### config.mk
export PLATFORM = sky130hd
export DESIGN_NAME = box_ctrl
export DESIGN_NICKNAME = d
export VERILOG_FILES = /design/src/rtl/box_pkg.sv /design/src/rtl/box_clamp.sv /design/src/rtl/box_ctrl.sv
export SDC_FILE = /design/constraint.sdc
export NUM_CORES = 1
export LEC_CHECK = 0
export BUFFER_PORTS_ARGS = -buffer_cell sky130_fd_sc_hd__buf_2
export CORE_AREA = 4 4 114 116
export DETAILED_ROUTE_END_ITERATION = 7
export DIE_AREA = 0 0 118 120
export PLACE_DENSITY = 0.86
export RECOVER_POWER = 100
export SKIP_CTS_REPAIR_TIMING = 1
export SLEW_MARGIN = 20
export SYNTH_ARGS = -nofsm -noshare
export SYNTH_HDL_FRONTEND = slang
export SYNTH_HIERARCHICAL = 1
export SYNTH_SLANG_ARGS = --single-unit
### constraint.sdc
create_clock -name clock -period 10.35 [get_ports clock]
set_input_delay 1.035 -clock clock [delete_from_list [all_inputs] [get_ports clock]]
set_output_delay 1.035 -clock clock [all_outputs]
set_load 0.05 [all_outputs]
### src/rtl/box_pkg.sv
// Shared types and geometry defaults for the box-drawing controller.
package box_pkg;
    localparam int COORD_W   = 10;
    localparam int DEF_IMG_W = 768;
    localparam int DEF_IMG_H = 576;

    typedef struct packed {
        logic [COORD_W-1:0] x;
        logic [COORD_W-1:0] y;
        logic [COORD_W-1:0] width;
        logic [COORD_W-1:0] height;
    } box_t;

    typedef enum logic {
        IDLE = 1'b0,
        SHOW = 1'b1
    } box_state_t;
endpackage

### src/rtl/box_clamp.sv
// Clips a requested box to the image. Purely combinational, no flow control.
module box_clamp
    import box_pkg::*;
#(
    parameter int IMG_W = DEF_IMG_W,
    parameter int IMG_H = DEF_IMG_H
) (
    input  box_t req,
    output box_t clamped,
    output logic clear
);
    localparam int CW1 = COORD_W + 1;
    localparam logic [CW1-1:0] FULL_W = CW1'(IMG_W);
    localparam logic [CW1-1:0] FULL_H = CW1'(IMG_H);
    localparam logic [CW1-1:0] MAX_X  = CW1'(IMG_W - 1);
    localparam logic [CW1-1:0] MAX_Y  = CW1'(IMG_H - 1);

    logic [CW1-1:0] cx, cy, room_w, room_h, cw, ch;

    // One extra bit so the remaining room (up to the full image size) never wraps.
    always_comb begin
        cx      = ({1'b0, req.x} > MAX_X) ? MAX_X : {1'b0, req.x};
        cy      = ({1'b0, req.y} > MAX_Y) ? MAX_Y : {1'b0, req.y};
        room_w  = FULL_W - cx;
        room_h  = FULL_H - cy;
        cw      = ({1'b0, req.width}  > room_w) ? room_w : {1'b0, req.width};
        ch      = ({1'b0, req.height} > room_h) ? room_h : {1'b0, req.height};
        clamped.x      = COORD_W'(cx);
        clamped.y      = COORD_W'(cy);
        clamped.width  = COORD_W'(cw);
        clamped.height = COORD_W'(ch);
        clear          = (cw == '0) || (ch == '0);
    end
endmodule

### src/rtl/box_ctrl.sv
// Frame-synchronous box controller: requests commit at the next frame boundary, outputs move 1 cycle after it.
// One-entry pending buffer; req_ready drops while it is full and frees on the boundary that commits it.
module box_ctrl
    import box_pkg::*;
#(
    parameter int IMG_W       = DEF_IMG_W,
    parameter int IMG_H       = DEF_IMG_H,
    parameter int HOLD_FRAMES = 8
) (
    input  logic               clock,
    input  logic               reset,
    input  logic               req_valid,
    output logic               req_ready,
    input  logic [COORD_W-1:0] req_x,
    input  logic [COORD_W-1:0] req_y,
    input  logic [COORD_W-1:0] req_width,
    input  logic [COORD_W-1:0] req_height,
    input  logic               pix_valid,
    output logic [COORD_W-1:0] x,
    output logic [COORD_W-1:0] y,
    output logic [COORD_W-1:0] width,
    output logic [COORD_W-1:0] height,
    output logic               box_en,
    output logic               frame_start
);
    localparam logic [COORD_W-1:0] LAST_COL  = COORD_W'(IMG_W - 1);
    localparam logic [COORD_W-1:0] LAST_ROW  = COORD_W'(IMG_H - 1);
    localparam logic [7:0]         HOLD_INIT = 8'(HOLD_FRAMES);

    logic [COORD_W-1:0] col, row;
    logic               boundary;
    logic               handshake;
    box_t               req_box, req_clamped, pend, act;
    logic               req_clear, pend_clear, pend_valid;
    box_state_t         state_q, state_d;
    logic [7:0]         hold_q, hold_d;
    logic               load;

    assign boundary  = pix_valid && (col == LAST_COL) && (row == LAST_ROW);
    assign req_ready = ~pend_valid;
    assign handshake = req_valid && req_ready;
    assign req_box   = {req_x, req_y, req_width, req_height};

    box_clamp #(
        .IMG_W (IMG_W),
        .IMG_H (IMG_H)
    ) u_clamp (
        .req     (req_box),
        .clamped (req_clamped),
        .clear   (req_clear)
    );

    always_ff @(posedge clock or posedge reset) begin
        if (reset) begin
            col <= '0;
            row <= '0;
        end else if (pix_valid) begin
            if (col == LAST_COL) begin
                col <= '0;
                row <= (row == LAST_ROW) ? '0 : row + 1'b1;
            end else begin
                col <= col + 1'b1;
            end
        end
    end

    // A handshake needs an empty buffer, so it can never collide with a commit.
    always_ff @(posedge clock or posedge reset) begin
        if (reset) begin
            pend_valid <= 1'b0;
            pend       <= '0;
            pend_clear <= 1'b0;
        end else if (handshake) begin
            pend_valid <= 1'b1;
            pend       <= req_clamped;
            pend_clear <= req_clear;
        end else if (boundary) begin
            pend_valid <= 1'b0;
        end
    end

    always_comb begin
        state_d = state_q;
        hold_d  = hold_q;
        load    = 1'b0;
        if (boundary) begin
            if (pend_valid) begin
                if (pend_clear) begin
                    state_d = IDLE;
                end else begin
                    state_d = SHOW;
                    hold_d  = HOLD_INIT;
                    load    = 1'b1;
                end
            end else if (state_q == SHOW) begin
                hold_d = hold_q - 8'd1;
                if (hold_d == 8'd0) begin
                    state_d = IDLE;
                end
            end
        end
    end

    always_ff @(posedge clock or posedge reset) begin
        if (reset) begin
            state_q     <= IDLE;
            hold_q      <= '0;
            act         <= '0;
            frame_start <= 1'b0;
        end else begin
            state_q     <= state_d;
            hold_q      <= hold_d;
            frame_start <= boundary;
            if (load) begin
                act <= pend;
            end
        end
    end

    // Position survives a blank period; only the extent is zeroed.
    assign box_en = (state_q == SHOW);
    assign x      = act.x;
    assign y      = act.y;
    assign width  = box_en ? act.width  : '0;
    assign height = box_en ? act.height : '0;
endmodule

Word level (Yosys, flattened, before mapping)

Cells that the tools add are included.

Bits in registers: 112
Output and inout port bits: 43
Logic and storage cells: 58
Input port bits: 44

Equal/unequal tests: 3
Add/subtract/negate cells: 5
Muxes and demuxes: 19
Reduce and logical (&&, ||, !) cells: 11
Bitwise operators: 1
Order comparisons: 4

Operators by type and width:

| operator                                                              | count |
|---|---|
| 10-bit two-way mux                                                    | 6 |
| 8-bit two-way mux                                                     | 3 |
| 10-bit by 11-bit > comparator with 1-bit output                       | 2 |
| 11-bit logical NOT                                                    | 2 |
| 11-bit two-way mux                                                    | 2 |
| 10-bit by 11-bit subtractor with 11-bit output (first input constant) | 2 |
| 10-bit by 1-bit adder with 10-bit output (second input constant)      | 2 |
| 10-bit == test (second input constant)                                | 2 |
| 10-bit > comparator (second input constant)                           | 2 |
| 8-bit logical NOT                                                     | 1 |
| 1-bit two-way mux                                                     | 8 |
| 8-bit by 1-bit subtractor with 8-bit output (second input constant)   | 1 |
| 2-bit nonzero test                                                    | 2 |
| 1-bit logical AND                                                     | 3 |
| 3-bit AND reduction                                                   | 1 |
| 2-bit inequality test (second input constant)                         | 1 |
| 2-bit AND reduction                                                   | 1 |
| 1-bit logical OR                                                      | 1 |
| 1-bit inverter                                                        | 1 |

Depth between registers and ports, before layout

Gate-level depths: netlist of the first run.

Word-level depth: 7
Mapped depth: 18
Mapped depth without buffers: 16

Modules after synthesis

Netlist of the first run, hierarchy kept.

Modules (own cells, without submodules):

| module    | area each (µm²) | instances | cells an instance |
|---|---|---|---|
| box_ctrl  | 5098.6          | 1         | 384 |
| box_clamp | 1410.1          | 1         | 225 |

Least setup slack after synthesis of the first run

Ideal clock, no wire load.

Kind: input to register
From: input port req_y[7]
To: register pend[1] (netlist name)
Buffers on the path: 1
Required time: 10.225 ns
Setup slack: 5.618 ns
Arrival: 4.607 ns
Stages: 16
Cells stage by stage: clkbuf_1 -> o31ai_1 -> nand2b_1 -> inv_1 -> ha_1 -> nand2_1 -> a21oi_1 -> xnor2_1 -> nand2b_1 -> ha_1 -> nand4_1 -> a211oi_1 -> nor3_1 -> nor3_2 -> mux2_2 -> mux2_2

RTL lines:

| what                 | line           | RTL |
|---|---|---|
| from (decl)          | box_ctrl.sv:15 | `input logic [COORD_W-1:0] req_y,` |
| to (signal assigned) | box_ctrl.sv:75 | `pend <= req_clamped;` |
| to (decl)            | box_ctrl.sv:33 | `box_t req_box, req_clamped, pend, act;` |

==> results.yml, run 1 <==
cts:
  cts_buffers: 9
  clockBufferDepth: 2
  clk_latency_ps: 350
  cts_tree: "yes"
  clk_pin_slew_worst_paths_ps: 70
  cts_root_buf: "clkbuf_16"
  clock_sinks: 112
  cts_htree_levels: 3
timing:
  report.final.hold_viol_count: 0
  period_needed_ps: 5670
  worst_hold_slack_ps: 485
  relSlewSlack_pct: -102
  finClkSkew_ps: 7.23
  max_freq_mhz: 176
  finalCritPeriodShare_pct: 54.8
  setup_violations: 0
  worst_slew_pin_slew_ps: 3030
  drv_slew: 199
  grt_setup_unrepaired: "false"
  fin_tns_setup_ps: 0
floorplanning:
  die_area_um2: 14200
  coreArea_um2: 11900
  die_x_um: 118
  io_pins: 87
  fp.dieH_um: 120
  start_util_pct: 54.6
  rows: 40
power_and_ir_drop:
  switching_share_pct: 25.1
  switchingPower_mw: 0.244
  leakagePower_nw: 3.31
  ir_worst_vdd_mv: 0.148
  power.density_nw_per_um2: 140
  power_frac_comb_pct: 11.9
  total_power_mw: 0.970
  clock_power_share_pct: 39.0
  pwr-share-seq_pct: 49.1
  internal-power_mw: 0.726
worst_setup_path:
  path_class: "primary input to flop"
  critical_path_arrival_ps: 5900
  cp.required_ps: 10580
  endpoint_kind: "flop"
  cp_max_fo: 12
  startpoint_type: "primary input"
yosys:
  syn_avg_cell_area_um2: 10.7
  synth_edf_count: 0
  yosysWarnings: 6
  synthDistinctLibCells: 60
  synth_fp_nets: 679
  synth.most_common_cell: "dfrtp_1"
  synth_seq_cells: 112
  synthTopCellsByArea: "dfrtp_1 (43%), mux2_4 (9.5%), mux2_2 (7.6%), ha_1 (5.0%), nand2_1 (2.8%)"
  ys_seq_area_share_pct: 43.1
  syn-instance-count: 609
  synth_area_um2: 6510
  synth_top_area_share_pct: 43.1
  synth_flop_cell: "dfrtp_1"
  synth_top_cell_by_area: "dfrtp_1"
  synthArstFlopShare_pct: 100
  synth_common_cells: "dfrtp_1 (112), nand2_1 (49), mux2_2 (44)"
layout:
  n_fill_cell: 1030
  multi_input_area_um2: 3110
  area_growth_pct: 6.54
  drive_gt1_share_pct: 16.3
  final_nets: 733
  stdcell_count: 815
  n_antenna_cell: 0
  seq_area_um2: 2800
grt:
  grt_max_degree: 59
  antenna_found_initial: 0
  grt-ovfl-total: 0
  grt_pass1_wl_um: 23200
  grtUsageTotal_pct: 20.1
  grt_pass1_vias: 4750
detailed_routing:
  drc_errors: 0
  route.detailed.wl_per_inst_um: 16.8
  drt_iter0_markers: 178
  wl_um: 13700
  ant_nets: 0
  firstDrtPassIters: 5
  vias_per_cell: 5.63
  vias: 4585
place:
  io_buffers: 86
  dp_cells: 799
  routabilityCongestion: 0.875
  place_hpwl_um: 10100
outcome:
  violations: "capacitance limit, slew limit"
  status: "finished, violations left"
worst_hold_path:
  hp-class: "flop to flop"
job:
  max-cap-violations: 4
==> worst paths after layout <==
kind / start / end / slack [ps] / cells past startpoint
worst max-delay path: req_y[8] / pend[1] / 4680 / 17
worst min-delay path: row[2] / row[2] / 480 / 1
worst max register to register: col[0] / y[9] / 5940 / 6
worst min register to register: row[2] / row[2] / 480 / 1
max in group asynchronous: reset / hold_q[6] / 5380 / 3
min in group asynchronous: reset / act[15] / 1330 / 2
==> per-layer routing <==
layer	share of wire [%]	wire [um]	vias up	global-route usage (%)
met5	0	0	-	0
met4	1.2	171	0	5.42
met3	4.3	597	14	4.67
met2	49	6790	104	34.1
met1	45	6170	2240	25.9
li1	-	-	2227	-
==> state kept, by name (all words and copies together) (netlist names) <==
name and cells:
pend 40, act 20, col 10, row 10
x 10, y 10, hold_q 8, box_en 1
frame_start 1, pend_clear 1, pend_valid 1
==> critical path: stages <==
cell	delay [ps]
clkbuf_1	150
o31ai_1	930
nand2b_1	200
inv_1	150
ha_1	280
nand2_1	160
a21oi_1	220
xnor2_1	140
nand2b_1	100
ha_1	320
nand4_1	150
a211oi_1	250
nor3_1	70
nor3_1	610
clkbuf_1	470
mux2_2	400
mux2_2	260
==> power groups by stage <==
| stage | Combinational (mW) | Clock (mW) | Sequential, mW |
|---|---|---|---|
| after floorplan | 0.0828 | 0 | 0.480 |
| after global placement | 0.112 | 0 | 0.483 |
| after detailed placement | 0.116 | 0 | 0.486 |
| after CTS | 0.118 | 0.385 | 0.477 |
| after global routing | 0.131 | 0.404 | 0.479 |
| final | 0.115 | 0.378 | 0.476 |
==> metrics by stage <==
step                      setup WS, ps  utilization [%]  area, um^2
after CTS                         5220             60.4        7190
after floorplan                   5620                -        6510
after global placement            5030             57.6        6860
final                             4680             58.2        6930
after detailed placement          4860             57.6        6860
after global routing              4280             58.2        6930
==> layout make-up <==
type | instances | area share [%]
repair buffers | 89 | 5.52
flip-flops and latches | 112 | 40.4
inverters | 32 | 1.75
clock buffers | 10 | 3.45
clock inverters | 6 | 1.34
well taps | 147 | 2.65
multi-input cells | 419 | 44.9
==> cells in the final DEF (no fill, tap or decap), types with 3 or more instances in the layout <==
| cell | n |
|---|---|
| dfrtp_1 | 112 |
| clkbuf_1 | 50 |
| nand2_1 | 49 |
| mux2_2 | 44 |
| mux2_1 | 39 |
| buf_2 | 39 |
| nor2_1 | 37 |
| inv_1 | 31 |
| o21ai_0 | 28 |
| ha_1 | 26 |
| and2_1 | 21 |
| a21oi_1 | 17 |
| xnor2_1 | 13 |
| nor3_1 | 13 |
| nand4_1 | 12 |
| xor2_1 | 12 |
| nand3_1 | 10 |
| nand2b_1 | 10 |
| clkbuf_16 | 9 |
| mux2i_1 | 8 |
| nor4_1 | 7 |
| and4_1 | 5 |
| and3_1 | 5 |
| or3_1 | 5 |
| nor4b_1 | 5 |
| nor2b_1 | 4 |
| o31ai_1 | 3 |
| o41ai_1 | 3 |
| a31oi_1 | 3 |
| nand3b_1 | 3 |
| a211oi_1 | 3 |
| nor3b_1 | 3 |
==> cells by family after synthesis <==
logic type / Yosys count / synth area share (%)
AO/OA/AOI/OAI: 75 / 7.17
XOR/XNOR: 25 / 3.36
adder cells (fa/ha/maj): 26 / 5.00
buffers and inverters: 78 / 6.42
flip-flops: 112 / 43.1
multiplexers: 93 / 18.3
AND/OR/NAND/NOR: 200 / 16.7
Note: power is estimated with default switching activity, not from simulation.
==> run 2: changes to the inputs <==
CORE_AREA = 4 4 116 118   (was 4 4 114 116)
DIE_AREA = 0 0 120 122   (was 0 0 118 120)
clock period = 5.2 ns   (was 10.35 ns; I/O delays follow)
==> results.yml, run 2 (synthesized netlist as in run 1, its figures left out) <==
floorplanning:
  io_pins: 87
  start_util_pct: 52.2
  coreArea_um2: 12500
  fp.dieH_um: 122
  die_x_um: 120
  rows: 41
  die_area_um2: 14600
cts:
  cts_root_buf: "clkbuf_16"
  cts_htree_levels: 3
  cts_tree: "yes"
  clk_pin_slew_worst_paths_ps: 70
  clockBufferDepth: 2
  clk_latency_ps: 360
  cts_buffers: 9
  clock_sinks: 112
worst_setup_path:
  startpoint_type: "primary input"
  ff2ff_setup_slack_ps: 1560
  cp_max_fo: 13
  endpoint_kind: "flop"
  path_class: "primary input to flop"
  cp.required_ps: 5440
  critical_path_arrival_ps: 4540
timing:
  worst_slew_pin_slew_ps: 2430
  relSlewSlack_pct: -61.9
  finClkSkew_ps: 6.70
  finalCritPeriodShare_pct: 82.8
  grt_setup_unrepaired: "false"
  report.final.hold_viol_count: 0
  period_needed_ps: 4300
  setup_violations: 0
  max_freq_mhz: 232
  drv_slew: 158
  fin_tns_setup_ps: 0
layout:
  reg_top3: "pend (40), act (20)"
  layout_commonest_cell: "dfrtp_1"
  largest_reg_flops: 40
  top_register: "pend"
  fin_area_um2: 6950
  drive_gt1_share_pct: 16.9
  final_nets: 734
  area_growth_pct: 6.77
  n_antenna_cell: 0
  final_cell_mix: "dfrtp_1 (112), nand2_1 (49), clkbuf_1 (49)"
detailed_routing:
  vias: 4691
  route.detailed.wl_per_inst_um: 16.4
  drt_iter0_markers: 306
  vias_per_cell: 5.58
  drc_errors: 0
  firstDrtPassIters: 5
  wl_um: 13800
  ant_nets: 0
power_and_ir_drop:
  leakagePower_nw: 3.31
  power.density_nw_per_um2: 270
  ir_worst_vdd_mv: 0.216
  total_power_mw: 1.88
place:
  placed_area_um2: 6900
  routabilityCongestion: 0.932
  place_hpwl_um: 10100
  io_buffers: 86
grt:
  grt-ovfl-total: 0
  grtUsageTotal_pct: 19.7
  grt_pass1_wl_um: 23200
  grt_pass1_vias: 4854
  grt_max_degree: 67
  antenna_found_initial: 0
worst_hold_path:
  hp-class: "primary input to flop"
outcome:
  status: "finished, violations left"
  violations: "capacitance limit, slew limit"
job:
  max-cap-violations: 3
==> run 2: critical path, stage by stage <==
cell and delay, ps:
clkbuf_1 160, o31ai_1 280, clkbuf_1 350, nand2b_1 160, inv_1 100, ha_1 260
nand2_1 170, a21oi_1 240, xnor2_1 140, nand2b_1 120, ha_1 340, nand4_1 150
a211oi_1 260, nor3_1 80, nor3_1 520, buf_4 320, a21oi_1 100, mux2_2 280
==> run 2: final timing paths <==
check                                to  cells after the start       from
worst min-delay path             col[0]                      2  pix_valid
worst max-delay path            pend[6]                     18   req_y[8]
worst min register to register   act[9]                      1    pend[9]
worst max register to register     y[9]                      6     col[1]
min in group asynchronous        col[9]                      2      reset
max in group asynchronous        col[1]                      3      reset
==> run 2: area by class of cell <==
class / instances / area (um^2)
inverters: 32 / 121
flip-flops and latches: 112 / 2800
fillers: 1075 / 5520
well taps: 172 / 215
repair buffers: 90 / 394
multi-input cells: 419 / 3130
clock buffers: 12 / 246
clock inverters: 3 / 42.5
==> run 2: per-layer routing <==
| layer | part of all wire, % | track usage, % | wire length [um] |
|---|---|---|---|
| met1 | 44 | 25.3 | 6060 |
| met2 | 49 | 32.5 | 6720 |
| met3 | 5.5 | 5.06 | 755 |
| met4 | 1.7 | 6.87 | 240 |
| met5 | 0 | 0 | 0 |
==> run 2: metrics by stage <==
stage / utilization (%) / setup WS (ps) / instances / hold slack, ps
after floorplan: - / 983 / 609 / 450
after global placement: 55.3 / 1010 / 825 / 469
after detailed placement: 55.3 / 857 / 825 / 488
after CTS: 57.6 / 1220 / 840 / 252
after global routing: 55.7 / 565 / 840 / 454
final: 55.7 / 897 / 840 / 444
==> run 2: where the power goes <==
part	switching, mW	internal, mW
Combinational	0.138	0.0965
Clock	0.310	0.384
Sequential	0.0354	0.914
Total	0.483	1.39
==> run 3: changes to the inputs <==
CORE_AREA = 4 4 114 116   (was 4 4 116 118)
DIE_AREA = 0 0 118 120   (was 0 0 120 122)
clock period = 4.2 ns   (was 5.2 ns; I/O delays follow)
==> results.yml, run 3 (synthesized netlist as in run 1, its figures left out) <==
floorplanning:
  io_pins: 87
  rows: 40
  fp.dieH_um: 120
  coreArea_um2: 11900
  die_x_um: 118
  die_area_um2: 14200
  start_util_pct: 54.6
layout:
  seq_area_um2: 2800
  final_cell_mix: "dfrtp_1 (112), nand2_1 (49), clkbuf_1 (47)"
  largest_reg_flops: 40
  final_nets: 736
  multi_input_area_um2: 3120
  top_register: "pend"
  area_growth_pct: 6.15
  layout_commonest_cell: "dfrtp_1"
  drive_gt1_share_pct: 17.3
  n_antenna_cell: 0
  reg_top3: "pend (40), act (20)"
  n_fill_cell: 1025
grt:
  grt_pass1_wl_um: 23600
  antenna_found_initial: 2
  grt_max_degree: 89
  grt-ovfl-total: 0
  grtUsageTotal_pct: 20.2
  grt_pass1_vias: 5001
place:
  place_hpwl_um: 10400
  routabilityCongestion: 0.865
  io_buffers: 86
detailed_routing:
  wl_met3_um: 745
  top_layer_used: "met5"
  wl_um: 14000
  vias_per_cell: 5.74
  wl_met2_um: 6960
  drt_iter0_markers: 323
  ant_nets: 0
  met1_length_um: 6060
  firstDrtPassIters: 5
  route.detailed.wl_per_inst_um: 17.2
  vias: 4690
  drc_errors: 0
worst_setup_path:
  path_class: "primary input to flop"
  startpoint_type: "primary input"
  critical_path_arrival_ps: 4040
  worst-r2r-cell-count: 6
  endpoint_kind: "flop"
  cp_max_fo: 16
  cp.required_ps: 4430
cts:
  cts_buffers: 9
  clk_latency_ps: 350
  cts_tree: "yes"
  clk_pin_slew_worst_paths_ps: 70
  cts_htree_levels: 3
  clockBufferDepth: 2
  clock_sinks: 112
  cts_root_buf: "clkbuf_16"
power_and_ir_drop:
  power.density_nw_per_um2: 328
  clock_power_share_pct: 35.1
  pwr-share-seq_pct: 51.9
  switching_share_pct: 26.1
  ir_worst_vdd_mv: 0.168
  internal-power_mw: 1.67
  switchingPower_mw: 0.590
  power_frac_comb_pct: 13.1
  leakagePower_nw: 3.32
job:
  max-cap-violations: 2
worst_hold_path:
  hp-class: "primary input to flop"
  hold_path_depth: 2
outcome:
  status: "finished, violations left"
  violations: "capacitance limit, slew limit"
timing:
  period_needed_ps: 3810
  max_freq_mhz: 262
  fin_tns_setup_ps: 0
  worst_hold_slack_ps: 340
  report.final.hold_viol_count: 0
  finalCritPeriodShare_pct: 90.7
  grt_setup_unrepaired: "false"
  relSlewSlack_pct: -120
  drv_slew: 117
  finClkSkew_ps: 8.03
  worst_slew_pin_slew_ps: 3300
  setup_violations: 0
## run 3: cell count changes in the layout (fill, tap and decap cells not counted), sizes merged
cell and change:
buf +3, bufinv -1, clkinvlp -1, inv +1
## run 3: final timing paths
check	start	endpoint	slack, ps
max in group asynchronous	reset	hold_q[6]	930
worst min register to register	pend[25]	y[5]	490
worst max register to register	col[0]	y[7]	620
min in group asynchronous	reset	col[9]	1270
worst min-delay path	pix_valid	col[0]	340
worst max-delay path	req_x[8]	pend[18]	390
## run 3: final cells by class
type                       count  area share [%]
tap                          147            2.66
timing repair buffer          92            5.98
clock buffer                  13            3.62
inverter                      32            1.74
multi-input combinational    419            45.2
clock inverter                 2           0.235
sequential                   112            40.6
## run 3: power by group through the flow
| stage | sequential (mW) | combinational, mW | clock [mW] |
|---|---|---|---|
| final | 1.17 | 0.296 | 0.793 |
| after floorplan | 1.18 | 0.204 | 0 |
| after CTS | 1.18 | 0.299 | 0.804 |
| after global routing | 1.18 | 0.335 | 0.852 |
| after detailed placement | 1.20 | 0.297 | 0 |
| after global placement | 1.19 | 0.279 | 0 |
## run 3: worst max-delay path, stage by stage
cell     delay (ps)
buf_2           130
and2_2          230
nor2_1          190
ha_1            270
nor3b_4         250
nand3_1         180
or3_2           450
xor2_1          170
ha_1            340
nand4_1         150
or3_1           390
o21ai_0         100
or2_2           200
buf_4           200
o21ai_0         100
mux2_2          280
## run 3: metal layers
layer,up-vias,global-route usage (%)
met3,28,4.81
met1,2281,25.0
met2,151,34.7
li1,2226,-
met4,4,7.25
met5,-,0
## run 3: per-stage QoR
step	setup WS, ps	cell area (um^2)	cells	power, mW	util (%)
after floorplan	83.1	6510	609	1.39	-
after global placement	273	6880	802	1.47	57.8
after detailed placement	107	6880	802	1.49	57.8
after CTS	469	7150	817	2.28	60.0
after global routing	94.8	6910	817	2.37	58.0
final	390	6910	817	2.26	58.0
